$ cat config.mk
export PLATFORM = sky130hd
export DESIGN_NAME = pipe_stage_latch
export DESIGN_NICKNAME = d
export VERILOG_FILES = /design/src/rtl/pipe_stage_latch_pkg.sv /design/src/rtl/pipe_stage_latch_pipe_entry.sv /design/src/rtl/pipe_stage_latch.sv
export SDC_FILE = /design/constraint.sdc
export NUM_CORES = 1
export LEC_CHECK = 0
export CAP_MARGIN = 25
export CORE_MARGIN = 2
export CORE_UTILIZATION = 35
export CTS_CLUSTER_DIAMETER = 150
export DETAILED_ROUTE_END_ITERATION = 10
export GPL_TIMING_DRIVEN = 0
export PLACE_DENSITY_LB_ADDON = 0.25
export SLEW_MARGIN = 10
export SYNTH_ARGS = -nofsm -noshare
export SYNTH_HDL_FRONTEND = slang
export SYNTH_SLANG_ARGS = --single-unit
$ cat constraint.sdc
create_clock -name clk_in -period 1.52 [get_ports clk_in]
set_clock_uncertainty 0.05 [all_clocks]
set_input_delay 0.152 -clock clk_in [delete_from_list [all_inputs] [get_ports clk_in]]
set_output_delay 0.152 -clock clk_in [all_outputs]
set_load 0.01 [all_outputs]
$ cat src/rtl/pipe_stage_latch_pkg.sv
// Shared codes and default widths for the inter-stage pipeline register.
package pipe_stage_latch_pkg;

    localparam int ADDR_W_DEF = 32;
    localparam int INST_W_DEF = 32;
    localparam int REG_W_DEF  = 5;
    localparam int STAT_W_DEF = 2;

    // Status reported downstream and back to the hazard controller.
    typedef enum logic [1:0] {
        LS_EMPTY = 2'd0,
        LS_VALID = 2'd1,
        LS_HELD  = 2'd2,
        LS_ERR   = 2'd3
    } layer_status_e;

    // Stall codes from the hazard controller; code 1 behaves like GO.
    typedef enum logic [1:0] {
        SC_GO     = 2'd0,
        SC_GO_ALT = 2'd1,
        SC_STALL  = 2'd2,
        SC_FLUSH  = 2'd3
    } stall_code_e;

    // Resolved per-cycle action after applying the priority order.
    typedef enum logic [1:0] {
        ACT_GO,
        ACT_STALL,
        ACT_CLEAR,
        ACT_FLUSH
    } stage_action_e;

    // Flush beats clear, clear beats stall, anything else advances.
    function automatic stage_action_e decode_action(input logic [1:0] code,
                                                    input logic       clr);
        stage_action_e act;
        if (code == SC_FLUSH) begin
            act = ACT_FLUSH;
        end else if (clr) begin
            act = ACT_CLEAR;
        end else if (code == SC_STALL) begin
            act = ACT_STALL;
        end else begin
            act = ACT_GO;
        end
        return act;
    endfunction

endpackage

$ cat src/rtl/pipe_stage_latch_pipe_entry.sv
// One pipeline entry: valid bit plus npc/inst/rd/rs1/rs2 payload.
// zero clears everything, kill clears only the valid bit, load captures d_*.
module pipe_entry #(
    parameter int ADDR_W = 32,
    parameter int INST_W = 32,
    parameter int REG_W  = 5
) (
    input  logic              clk_in,
    input  logic              rst_in,
    input  logic              en,
    input  logic              load,
    input  logic              kill,
    input  logic              zero,
    input  logic              d_valid,
    input  logic [ADDR_W-1:0] d_npc,
    input  logic [INST_W-1:0] d_inst,
    input  logic [REG_W-1:0]  d_rd,
    input  logic [REG_W-1:0]  d_rs1,
    input  logic [REG_W-1:0]  d_rs2,
    output logic              q_valid,
    output logic [ADDR_W-1:0] q_npc,
    output logic [INST_W-1:0] q_inst,
    output logic [REG_W-1:0]  q_rd,
    output logic [REG_W-1:0]  q_rs1,
    output logic [REG_W-1:0]  q_rs2
);

    logic              valid_q, valid_d;
    logic [ADDR_W-1:0] npc_q,   npc_d;
    logic [INST_W-1:0] inst_q,  inst_d;
    logic [REG_W-1:0]  rd_q,    rd_d;
    logic [REG_W-1:0]  rs1_q,   rs1_d;
    logic [REG_W-1:0]  rs2_q,   rs2_d;

    // Next-state selection: zero > kill > load > hold; en=0 holds everything.
    always_comb begin
        valid_d = valid_q;
        npc_d   = npc_q;
        inst_d  = inst_q;
        rd_d    = rd_q;
        rs1_d   = rs1_q;
        rs2_d   = rs2_q;
        if (en) begin
            if (zero) begin
                valid_d = 1'b0;
                npc_d   = '0;
                inst_d  = '0;
                rd_d    = '0;
                rs1_d   = '0;
                rs2_d   = '0;
            end else if (kill) begin
                valid_d = 1'b0;
            end else if (load) begin
                valid_d = d_valid;
                npc_d   = d_npc;
                inst_d  = d_inst;
                rd_d    = d_rd;
                rs1_d   = d_rs1;
                rs2_d   = d_rs2;
            end
        end
    end

    // Entry registers with synchronous reset.
    always_ff @(posedge clk_in) begin
        if (rst_in) begin
            valid_q <= 1'b0;
            npc_q   <= '0;
            inst_q  <= '0;
            rd_q    <= '0;
            rs1_q   <= '0;
            rs2_q   <= '0;
        end else begin
            valid_q <= valid_d;
            npc_q   <= npc_d;
            inst_q  <= inst_d;
            rd_q    <= rd_d;
            rs1_q   <= rs1_d;
            rs2_q   <= rs2_d;
        end
    end

    assign q_valid = valid_q;
    assign q_npc   = npc_q;
    assign q_inst  = inst_q;
    assign q_rd    = rd_q;
    assign q_rs1   = rs1_q;
    assign q_rs2   = rs2_q;

endmodule

$ cat src/rtl/pipe_stage_latch.sv
// Inter-stage pipeline register: one output entry plus a one-entry skid
// buffer, driven by the hazard controller's stall code and clear pulse.
// The status codes are 2 bits wide; STAT_W is expected to stay at 2.
module pipe_stage_latch
    import pipe_stage_latch_pkg::*;
#(
    parameter int ADDR_W = ADDR_W_DEF,
    parameter int INST_W = INST_W_DEF,
    parameter int REG_W  = REG_W_DEF,
    parameter int STAT_W = STAT_W_DEF
) (
    input  logic              clk_in,
    input  logic              rst_in,
    input  logic              rdy_in,
    input  logic [STAT_W-1:0] stall_code,
    input  logic              ans_clear,
    input  logic [STAT_W-1:0] up_status,
    input  logic [ADDR_W-1:0] up_npc,
    input  logic [INST_W-1:0] up_inst,
    input  logic [REG_W-1:0]  up_rd,
    input  logic [REG_W-1:0]  up_rs1,
    input  logic [REG_W-1:0]  up_rs2,
    output logic              up_ready,
    output logic [STAT_W-1:0] dn_status,
    output logic [ADDR_W-1:0] dn_npc,
    output logic [INST_W-1:0] dn_inst,
    output logic [REG_W-1:0]  dn_rd,
    output logic [REG_W-1:0]  dn_rs1,
    output logic [REG_W-1:0]  dn_rs2,
    output logic [REG_W-1:0]  hz_rd,
    output logic [1:0]        occupancy
);

    layer_status_e status_q, status_d;
    stage_action_e act;
    logic          up_valid;

    logic              out_load, out_kill, out_zero, out_d_valid;
    logic [ADDR_W-1:0] out_d_npc;
    logic [INST_W-1:0] out_d_inst;
    logic [REG_W-1:0]  out_d_rd, out_d_rs1, out_d_rs2;
    logic              out_valid;

    logic              skid_load, skid_kill, skid_zero;
    logic              skid_valid;
    logic [ADDR_W-1:0] skid_npc;
    logic [INST_W-1:0] skid_inst;
    logic [REG_W-1:0]  skid_rd, skid_rs1, skid_rs2;

    assign up_valid = |up_status;
    assign act      = decode_action(stall_code[1:0], ans_clear);

    // Output entry takes the skid when it holds something, else upstream.
    always_comb begin
        out_d_valid = up_valid;
        out_d_npc   = up_npc;
        out_d_inst  = up_inst;
        out_d_rd    = up_rd;
        out_d_rs1   = up_rs1;
        out_d_rs2   = up_rs2;
        if (skid_valid) begin
            out_d_valid = 1'b1;
            out_d_npc   = skid_npc;
            out_d_inst  = skid_inst;
            out_d_rd    = skid_rd;
            out_d_rs1   = skid_rs1;
            out_d_rs2   = skid_rs2;
        end
    end

    // Entry controls and next downstream status for the resolved action.
    always_comb begin
        out_load  = 1'b0;
        out_kill  = 1'b0;
        out_zero  = 1'b0;
        skid_load = 1'b0;
        skid_kill = 1'b0;
        skid_zero = 1'b0;
        status_d  = status_q;
        if (rdy_in) begin
            unique case (act)
                ACT_FLUSH: begin
                    out_zero  = 1'b1;
                    skid_zero = 1'b1;
                    status_d  = LS_ERR;
                end
                ACT_CLEAR: begin
                    out_kill  = 1'b1;
                    skid_load = up_valid && !skid_valid;
                    status_d  = LS_EMPTY;
                end
                ACT_STALL: begin
                    skid_load = up_valid && !skid_valid;
                    status_d  = out_valid ? LS_HELD : LS_EMPTY;
                end
                ACT_GO: begin
                    out_load = 1'b1;
                    if (skid_valid) begin
                        skid_load = up_valid;
                        skid_kill = !up_valid;
                        status_d  = LS_VALID;
                    end else begin
                        status_d  = up_valid ? LS_VALID : LS_EMPTY;
                    end
                end
                default: status_d = status_q;
            endcase
        end
    end

    // Downstream status register.
    always_ff @(posedge clk_in) begin
        if (rst_in) begin
            status_q <= LS_EMPTY;
        end else begin
            status_q <= status_d;
        end
    end

    pipe_entry #(
        .ADDR_W (ADDR_W),
        .INST_W (INST_W),
        .REG_W  (REG_W)
    ) u_out (
        .clk_in  (clk_in),
        .rst_in  (rst_in),
        .en      (rdy_in),
        .load    (out_load),
        .kill    (out_kill),
        .zero    (out_zero),
        .d_valid (out_d_valid),
        .d_npc   (out_d_npc),
        .d_inst  (out_d_inst),
        .d_rd    (out_d_rd),
        .d_rs1   (out_d_rs1),
        .d_rs2   (out_d_rs2),
        .q_valid (out_valid),
        .q_npc   (dn_npc),
        .q_inst  (dn_inst),
        .q_rd    (dn_rd),
        .q_rs1   (dn_rs1),
        .q_rs2   (dn_rs2)
    );

    pipe_entry #(
        .ADDR_W (ADDR_W),
        .INST_W (INST_W),
        .REG_W  (REG_W)
    ) u_skid (
        .clk_in  (clk_in),
        .rst_in  (rst_in),
        .en      (rdy_in),
        .load    (skid_load),
        .kill    (skid_kill),
        .zero    (skid_zero),
        .d_valid (1'b1),
        .d_npc   (up_npc),
        .d_inst  (up_inst),
        .d_rd    (up_rd),
        .d_rs1   (up_rs1),
        .d_rs2   (up_rs2),
        .q_valid (skid_valid),
        .q_npc   (skid_npc),
        .q_inst  (skid_inst),
        .q_rd    (skid_rd),
        .q_rs1   (skid_rs1),
        .q_rs2   (skid_rs2)
    );

    assign up_ready  = ~skid_valid;
    assign dn_status = STAT_W'(status_q);
    assign occupancy = {1'b0, out_valid} + {1'b0, skid_valid};
    // Held entries keep exporting rd so the controller keeps seeing the hazard.
    assign hz_rd     = (status_q == LS_VALID || status_q == LS_HELD) ? dn_rd : '0;

endmodule

**After elaboration in Yosys (flattened, before gate mapping)**

Cells that the tools add are included.

- Register bits: 162
- Input bits: 87

- Add/sub/neg operators: 1
- Eq/ne operators: 9
- Multiplexer cells: 62
- Bitwise operators: 1
- Reduce and logical (&&, ||, !) cells: 15

Operators with widths:

| kind | count |
|---|---|
| $mux W32 | 14 |
| $mux W5 | 22 |
| $mux W1 | 21 |
| $eq A2 B2 Y1 const B | 5 |
| $pmux W2 S4 | 1 |
| $mux W2 | 3 |
| $reduce_and A3 Y1 | 2 |
| $reduce_bool A3 Y1 | 2 |
| $eq A2 B1 Y1 const B | 2 |
| $reduce_and A2 Y1 | 2 |
| $reduce_bool A2 Y1 | 2 |
| $reduce_or A2 Y1 | 2 |
| $add A1 B1 Y2 | 1 |
| $logic_not A1 Y1 | 2 |
| $logic_not A2 Y1 | 1 |
| $ne A2 B1 Y1 const B | 1 |
| $ne A2 B2 Y1 const B | 1 |
| $pmux W1 S2 | 1 |
| $logic_and A1 B1 Y1 | 1 |
| $logic_or A1 B1 Y1 | 1 |
| $not A1 Y1 | 1 |

**Depth between registers and ports, before layout**

Gate-level depths: netlist (run 1).

- Depth after elaboration: 11
- Gate-level depth with buffers: 7
- Gate-level depth less buffers: 3

**Modules after synthesis**

From an unflattened synthesis (run 1), not the netlist that was laid out.

- Cells, all modules: 486
- Area total of the unflattened synthesis: 6072.1 um^2

By module, submodules not included:

| module | times used | cells each | area an instance (um^2) | sequential area each (um^2) |
|---|---|---|---|---|
| pipe_entry | 2 | 184 | 2433.6 | 1601.5 |
| pipe_stage_latch | 1 | 118 | 1204.9 | 40.0 |

**Least setup slack after synthesis (run 1)**

Ideal clock, no wire load.

- Path kind: reg-to-reg
- Start point: reg u_skid.valid_q, in the netlist u_skid.q_valid
- End point: reg u_skid.npc_q[0], in the netlist u_skid.q_npc[0]
- Library setup time: 0.122 ns
- Arrival time: 1.307 ns
- Required time: 1.348 ns
- Setup slack: 0.040 ns
- Cell stages (with the launch flop): 8
- Buffers on the path: 4
- Cell sequence: dfxtp_1 -> buf_2 -> o21ba_2 -> buf_4 -> buf_4 -> buf_2 -> o211ai_1 -> a21oi_1

- Longest elaborated chain between the ends: 6

Ends and longest elaborated chain:

| what | RTL line | source |
|---|---|---|
| from (decl) | pipe_stage_latch_pipe_entry.sv:28 | `logic valid_q, valid_d;` |
| from (signal assigned) | pipe_stage_latch_pipe_entry.sv:74 | `valid_q <= valid_d;` |
| $logic_not A1 Y1 | pipe_stage_latch.sv:89, pipe_stage_latch.sv:93 |  |
| $logic_and A1 B1 Y1 | pipe_stage_latch.sv:89, pipe_stage_latch.sv:93 |  |
| $pmux W1 S2 | pipe_stage_latch.sv:81 | `unique case (act)` |
| $mux W1 | pipe_stage_latch.sv:80 | `if (rdy_in) begin` |
| $reduce_bool A2 Y1 (no line) | n/a |  |
| $reduce_and A3 Y1 (no line) * | n/a |  |
| to (signal assigned) | pipe_stage_latch_pipe_entry.sv:75 | `npc_q <= npc_d;` |
| to (decl) | pipe_stage_latch_pipe_entry.sv:29 | `logic [ADDR_W-1:0] npc_q, npc_d;` |

Every way passes the cells marked *; elsewhere a longest branch is shown, timed or not.
A chain may end at the register's enable or synchronous reset.

**Final worst setup path (run 1)**

- Start point: reg status_q[1], in the netlist dn_status[1]
- End point: out hz_rd[0]

- Longest elaborated chain between the ends: 3

Ends and longest elaborated chain:

| what | RTL line | source |
|---|---|---|
| from (decl) | pipe_stage_latch.sv:34 | `layer_status_e status_q, status_d;` |
| from (signal assigned) | pipe_stage_latch.sv:116 | `status_q <= status_d;` |
| $eq A2 B1 Y1 or $eq A2 B2 Y1 (tied branches) | pipe_stage_latch.sv:174 | `assign hz_rd = (status_q == LS_VALID \|\| status_q == LS_HELD) ? dn_rd : '0;` |
| $logic_or A1 B1 Y1 * | pipe_stage_latch.sv:174 |  |
| $mux W5 * | pipe_stage_latch.sv:174 |  |
| to (decl) | pipe_stage_latch.sv:30 | `output logic [REG_W-1:0] hz_rd,` |

Marked as above.

==> metrics, run 1 <==
final setup vio count=3; CTS tree=built; YS warnings=0; core area=20,230 sq um; crit path launch=dn_status[1]; post-synth top area cell=dfxtp_1; Worst-Skew Late Latency=430 ps; DRT iter0 DRCs=289; initial antenna violation count=2; Post-Syn Area=roughly 7200 sq um; TritonCTS Sinks=162; final hold vios=0; Num CTS Buffers=17; grt total ovfl=0; die area=21,720 sq um; Worst EP required=1320 ps; async set-reset flop share out of synthesis=0; fmax=627.8 MHz; largest cells by area after synthesis=dfxtp_1 (45%), mux2i_1 (11%), o31ai_1 (8.5%); most common cell in the synthesized netlist=dfxtp_1; Initial Util=0.3556; Die Height=around 150 um; Port-buffer cells=173; DP HPWL=15.20 mm; Finished Layout Cells=1,255; Leak=approximately 4.5 nW; reg2reg end=u_skid.q_npc[5]; failing checks=negative setup slack; FF+latch count, synth=162; Worst R2R Path Depth=7; status=complete, but fails checks; Synth top area share=0.4507; hold path depth=3; Placed Instances=between 1,000 and 1,500; drt wl/cell=18.25 um; Post-Synthesis Net Count=about 850; vias in the first global route=around 6,500; crit-path max FO=4; Post-synth top cells=dfxtp_1 (162), a21oi_1 (82), o31ai_1 (81), o211ai_1 (80); Relative slew margins=0.6328; ys flop type=dfxtp_1; setup TNS=-186.9 ps; # rows=52; Hold Crit Start=ans_clear; max cap viols=0; worst hold path type=primary input to flip-flop; Synth cell types=29; global-route wire length before repair=35.52 mm; GRT Resource Usage Total=0.2046; area grow syn2layout=44.98%; CTS Buffer Depth=2; TritonRoute pass-1 iters=5; maximum VDD drop=approximately 0.00077 V; layout cells sized above 1=0.1626; final worst setup slack=-72.81 ps; Least-Margin Pin Slew=between 500 and 600 ps; Final period util=1.048; worst slack, placed=-901.1 ps; CP Capture Type=primary output; Post-CTS Hold Buffers=0; post-route cell area=10,430 sq um; Seq/Total Area, Yosys=0.4507; average size of a mapped cell=9.406 sq um; final core occ=0.5156; Avg Vias per Cell=5.368; # DRC=0; H-tree depth=4; Post-DRT Antenna Nets=0; Arrival @ worst endpoint=1390 ps; clk slew on worst S/H paths=approximately 60 ps; gpl congestion=0.7991; pwr dens=1035 nW/um^2; DR vias=roughly 6,700; drt total wl=22.90 mm; R2R Path Start=u_skid.q_valid; nature of the critical path startpoint=flip-flop; largest net degree at the start of global routing=17; Post-synth EDFFs=0; Die Span X=147.4 um; max-slew violations=0; Cell Area, Placed=9265 sq um; Worst R2R Setup Slack=0 ps; Hold EP=u_skid.q_valid; Ports=176; RSZ-0062 raised after global routing=yes; Mapped Cells=765; clk root buf=clkbuf_16; NumNets Final=about 1,100; min Tclk post-route=about 1600 ps; crit path kind=flip-flop to primary output
-- cell families after synthesis --
family                   share of synthesized area
buffers and inverters                      0.06486
AND/OR/NAND/NOR                            0.05756
flip-flops                                  0.4507
XOR/XNOR                                  0.001217
multiplexers                                0.1099
adder cells (fa/ha/maj)                   0.001739
AO/OA/AOI/OAI                               0.3140
-- power by group --
part	switching, mW	internal, mW	total, mW
clock	1.76	2.48	4.25
sequential	0.116	4.46	4.57
combinational	1.04	0.938	1.98
total	2.92	7.88	10.8
-- worst max path at each step --
stage | end | slack [ps] | cells past startpoint
6_report | hz_rd[0] | -70 | 4
5_1_grt | hz_rd[0] | -110 | 4
4_1_cts | hz_rd[3] | -90 | 4
3_5_place_dp | u_skid.q_rs2[1] | -900 | 6
3_3_place_gp | u_skid.q_rs2[1] | -860 | 6
2_1_floorplan | u_skid.q_npc[0] | 40 | 7
-- final cells by class --
class / count / area, sq um
Antenna cell: 1 / 2.502
Fill cell: 1848 / 9802
Clock inverter: 10 / 110.1
Sequential cell: 162 / 3253
Multi-Input combinational cell: 503 / 3575
Tap cell: 270 / 337.8
Buffer: 96 / 698.2
Timing Repair Buffer: 190 / 1988
Inverter: 2 / 7.507
Clock buffer: 21 / 460.4
-- metal layers --
metal / vias up / global-route usage / part of all wire
li1: 3303 / - / -
met1: 3227 / 0.2865 / 0.47
met2: 177 / 0.3243 / 0.47
met3: 28 / 0.03920 / 0.048
met4: 2 / 0.05577 / 0.015
met5: - / 0 / 0.00070
-- worst max-delay path: stages (launching register included) --
cell and delay, ps:
dfxtp_4 370, xor2_4 230, buf_6 140, and2_4 140, buf_6 90
-- per-stage QoR --
| step | power, mW | hold WS [ps] |
|---|---|---|
| 2_1_floorplan | 5.662 | 171.1 |
| 4_1_cts | 10.76 | 36.47 |
| 3_3_place_gp | 6.459 | 403.6 |
| 6_report | 10.80 | 63.08 |
| 5_1_grt | 11.22 | 71.77 |
| 3_5_place_dp | 6.467 | 409.2 |
-- sequential cells by signal, indices dropped and copies added, names as in the netlist --
name            cells
u_out.q_inst       32
dn_status           2
u_out.q_npc        32
u_skid.q_npc       32
u_out.q_rs1         5
u_skid.q_rd         5
u_skid.q_inst      32
u_skid.q_valid      1
u_out.q_valid       1
u_skid.q_rs1        5
u_skid.q_rs2        5
u_out.q_rs2         5
u_out.q_rd          5
-- placed cells by master (no fill, tap or decap), drive strengths merged, types with 2 or more instances in the layout --
master         netlist  layout
mux2i               79      79
clkbuf              50      65
nor3b                3       3
clkdlybuf4s50        0      83
o211ai              80      80
bufinv               0       2
dlygate4sd2          0      36
inv                  2       2
a21oi               82      82
o21a                 2       2
clkinvlp             0       4
o21ai                2       2
and2                 5       5
o31ai               81      81
a211oi              79      79
nand2                2       2
buf                 48      76
dlymetal6s2s         0      46
dfxtp              162     162
clkinv               0       4
nor2                79      79
-- repair_timing --
| item | CTS | global route |
|---|---|---|
| pin swaps | 4 | 15 |
| resized for setup | 146 | 139 |
| hold endpoints to repair | 0 | 0 |
| cloned | 0 | 3 |
| setup buffers | 8 | 6 |
| setup endpoints to repair | 201 | 210 |
Note: power is estimated with default switching activity, not from simulation.
==> inputs of run 2 (changes only) <==
- GPL_TIMING_DRIVEN: 0 -> unset
==> run 2 against run 1 <==
The flow still finishes with violations (negative setup slack). Core utilization increased by 0.33 points. Clock power increased by 1%. Combinational power about the same. Cell count down 3.3%.
==> metrics, run 2 (synthesis gave the netlist of run 1 again) <==
clk slew on worst S/H paths=60 ps (about the same); Arrival @ worst endpoint=1420 ps (+30 ps); min Tclk post-route=1621 ps (+28.59 ps); vias in the first global route=6,204 (-4.8%); die area=21,720 sq um (unchanged); Die Span X=147.4 um (unchanged); failing checks=negative setup slack; maximum VDD drop=0.0008134 V (+5.9%); Multi-input gate area=3563 sq um (-0.31%); Die Height=147.4 um (unchanged); gpl congestion=0.7707 (-3.6%); DP HPWL=13.23 mm (-13%); CTS tree=built; max-slew violations=0 (unchanged); final worst setup slack=-101.4 ps (-28.59 ps); Relative slew margins=0.7503 (+0.1174); drt wl/cell=18.71 um (+2.5%); reg2reg end=u_skid.q_inst[2]; core area=20,230 sq um (unchanged); Hold EP=u_skid.q_inst[26]; R2R Path Start=u_skid.q_valid; initial antenna violation count=2 (unchanged); Least-Margin Pin Slew=374.6 ps (-176.1 ps); M1 GR Usage=0.2626 (-0.02389); RSZ-0062 raised after global routing=yes; crit path kind=flip-flop to primary output; CP Capture Type=primary output; register area=3251 sq um (about the same); Global Route met3 Usage=0.04475 (+0.005556); hold path depth=3 (unchanged); pwr dens=1036 nW/um^2 (+0.11%); Post-DRT Antenna Nets=0 (unchanged); commonest non-fill, non-tap cell in the layout=dfxtp_1; Ports=176 (unchanged); largest net degree at the start of global routing=55 (+38); GRT busiest layer=met2; status=complete, but fails checks; DR vias=6,715 (-0.33%); drt total wl=22.70 mm (-0.89%); fmax=616.8 MHz (-1.8%); Worst R2R Setup Slack=-40 ps (-40 ps); Post-CTS Hold Buffers=0 (unchanged); grt total ovfl=0 (unchanged); NumNets Final=1,017 (-4.1%); final hold vios=0 (unchanged); final setup vio count=25 (+22); Hold Slack=293.8 ps (+230.7 ps); area grow syn2layout=45.92%; Leak=4.317 nW (-4.9%); # rows=52 (unchanged); # DRC=0 (unchanged); GR Util met2=0.2970 (-0.02734); TritonRoute pass-1 iters=4 (-1); GRT Resource Usage Total=0.1929 (-0.01172); Port-buffer cells=175 (+1.2%); CTS Buffer Depth=2 (unchanged); Final period util=1.067 (+0.01881); crit-path max FO=4 (unchanged); DRT iter0 DRCs=315 (+9.0%); H-tree depth=4 (unchanged); worst hold path type=primary input to flip-flop; Hold Crit Start=up_inst[26]; max cap viols=0 (unchanged); nature of the critical path startpoint=flip-flop; Initial Util=0.3556 (unchanged); Worst-Skew Late Latency=430 ps (about the same); clk root buf=clkbuf_16; filler instances=1,888 (+2.2%); global-route wire length before repair=33.78 mm (-4.9%); Num CTS Buffers=17 (unchanged); layout cells sized above 1=0.1348 (-0.02778); crit path launch=dn_status[1]; Worst R2R Path Depth=6 (-1); final core occ=0.5189 (+0.003340); TritonCTS Sinks=162 (unchanged); Worst EP required=1320 ps (about the same); most frequent cells in the layout=dfxtp_1 (158), clkdlybuf4s50_1 (87), a21oi_1 (82); Avg Vias per Cell=5.536 (+3.1%)
run 2: worst max-delay path by stage:
stage,end,slack [ps],cells after the start
2_1_floorplan,u_skid.q_npc[0],40,7
3_3_place_gp,u_out.q_inst[13],-240,7
3_5_place_dp,u_out.q_npc[8],-290,7
4_1_cts,hz_rd[4],-140,5
5_1_grt,hz_rd[4],-150,5
6_report,hz_rd[4],-100,5
run 2: area by class of cell:
class | count | area share
clock buffers | 19 | 0.04314
flip-flops and latches | 162 | 0.3096
repair buffers | 243 | 0.2622
inverters | 2 | 0.0007150
diodes | 1 | 0.0002383
clock inverters | 13 | 0.01263
multi-input cells | 503 | 0.3394
well taps | 270 | 0.03217
run 2: routing by layer:
metal | part of all wire | up-vias | routed length [um]
li1 | - | 3237 | -
met1 | 0.45 | 3231 | 10270
met2 | 0.47 | 207 | 10680
met3 | 0.052 | 38 | 1170
met4 | 0.025 | 2 | 565
met5 | 0.00057 | - | 13
run 2: through the flow:
step | power [mW] | cells | setup TNS, ps | instance area [sq um] | setup slack (ps)
floorplan | 5.662 | 765 | 0 | 7196 | 40.31
global placement | 6.574 | 1158 | -27460 | 9540 | -238.2
detailed placement | 6.582 | 1158 | -33290 | 9540 | -287.9
CTS | 10.87 | 1194 | -315.8 | 10110 | -135.5
global route | 11.33 | 1213 | -3185 | 10500 | -150.4
finish | 10.88 | 1213 | -468.0 | 10500 | -101.4
run 2: report_power, final:
group / switching, mW / internal [mW] / total, mW
Sequential: 0.117 / 4.46 / 4.57
Combinational: 1.03 / 0.975 / 2.00
Clock: 1.80 / 2.50 / 4.31
run 2: critical path: stages (launching register included):
cell and delay, ps:
dfxtp_2 330, xor2_2 170, buf_4 150, buf_6 110, and2_4 120, buf_6 110
run 2: what timing repair did:
| item | 4_1_cts | 5_1_grt |
|---|---|---|
| resized for setup | 87 | 48 |
| gates cloned | 1 | 8 |
| endpoints found under the setup margin | 60 | 105 |
| pin swaps | 4 | 3 |
| setup buffers | 4 | 10 |
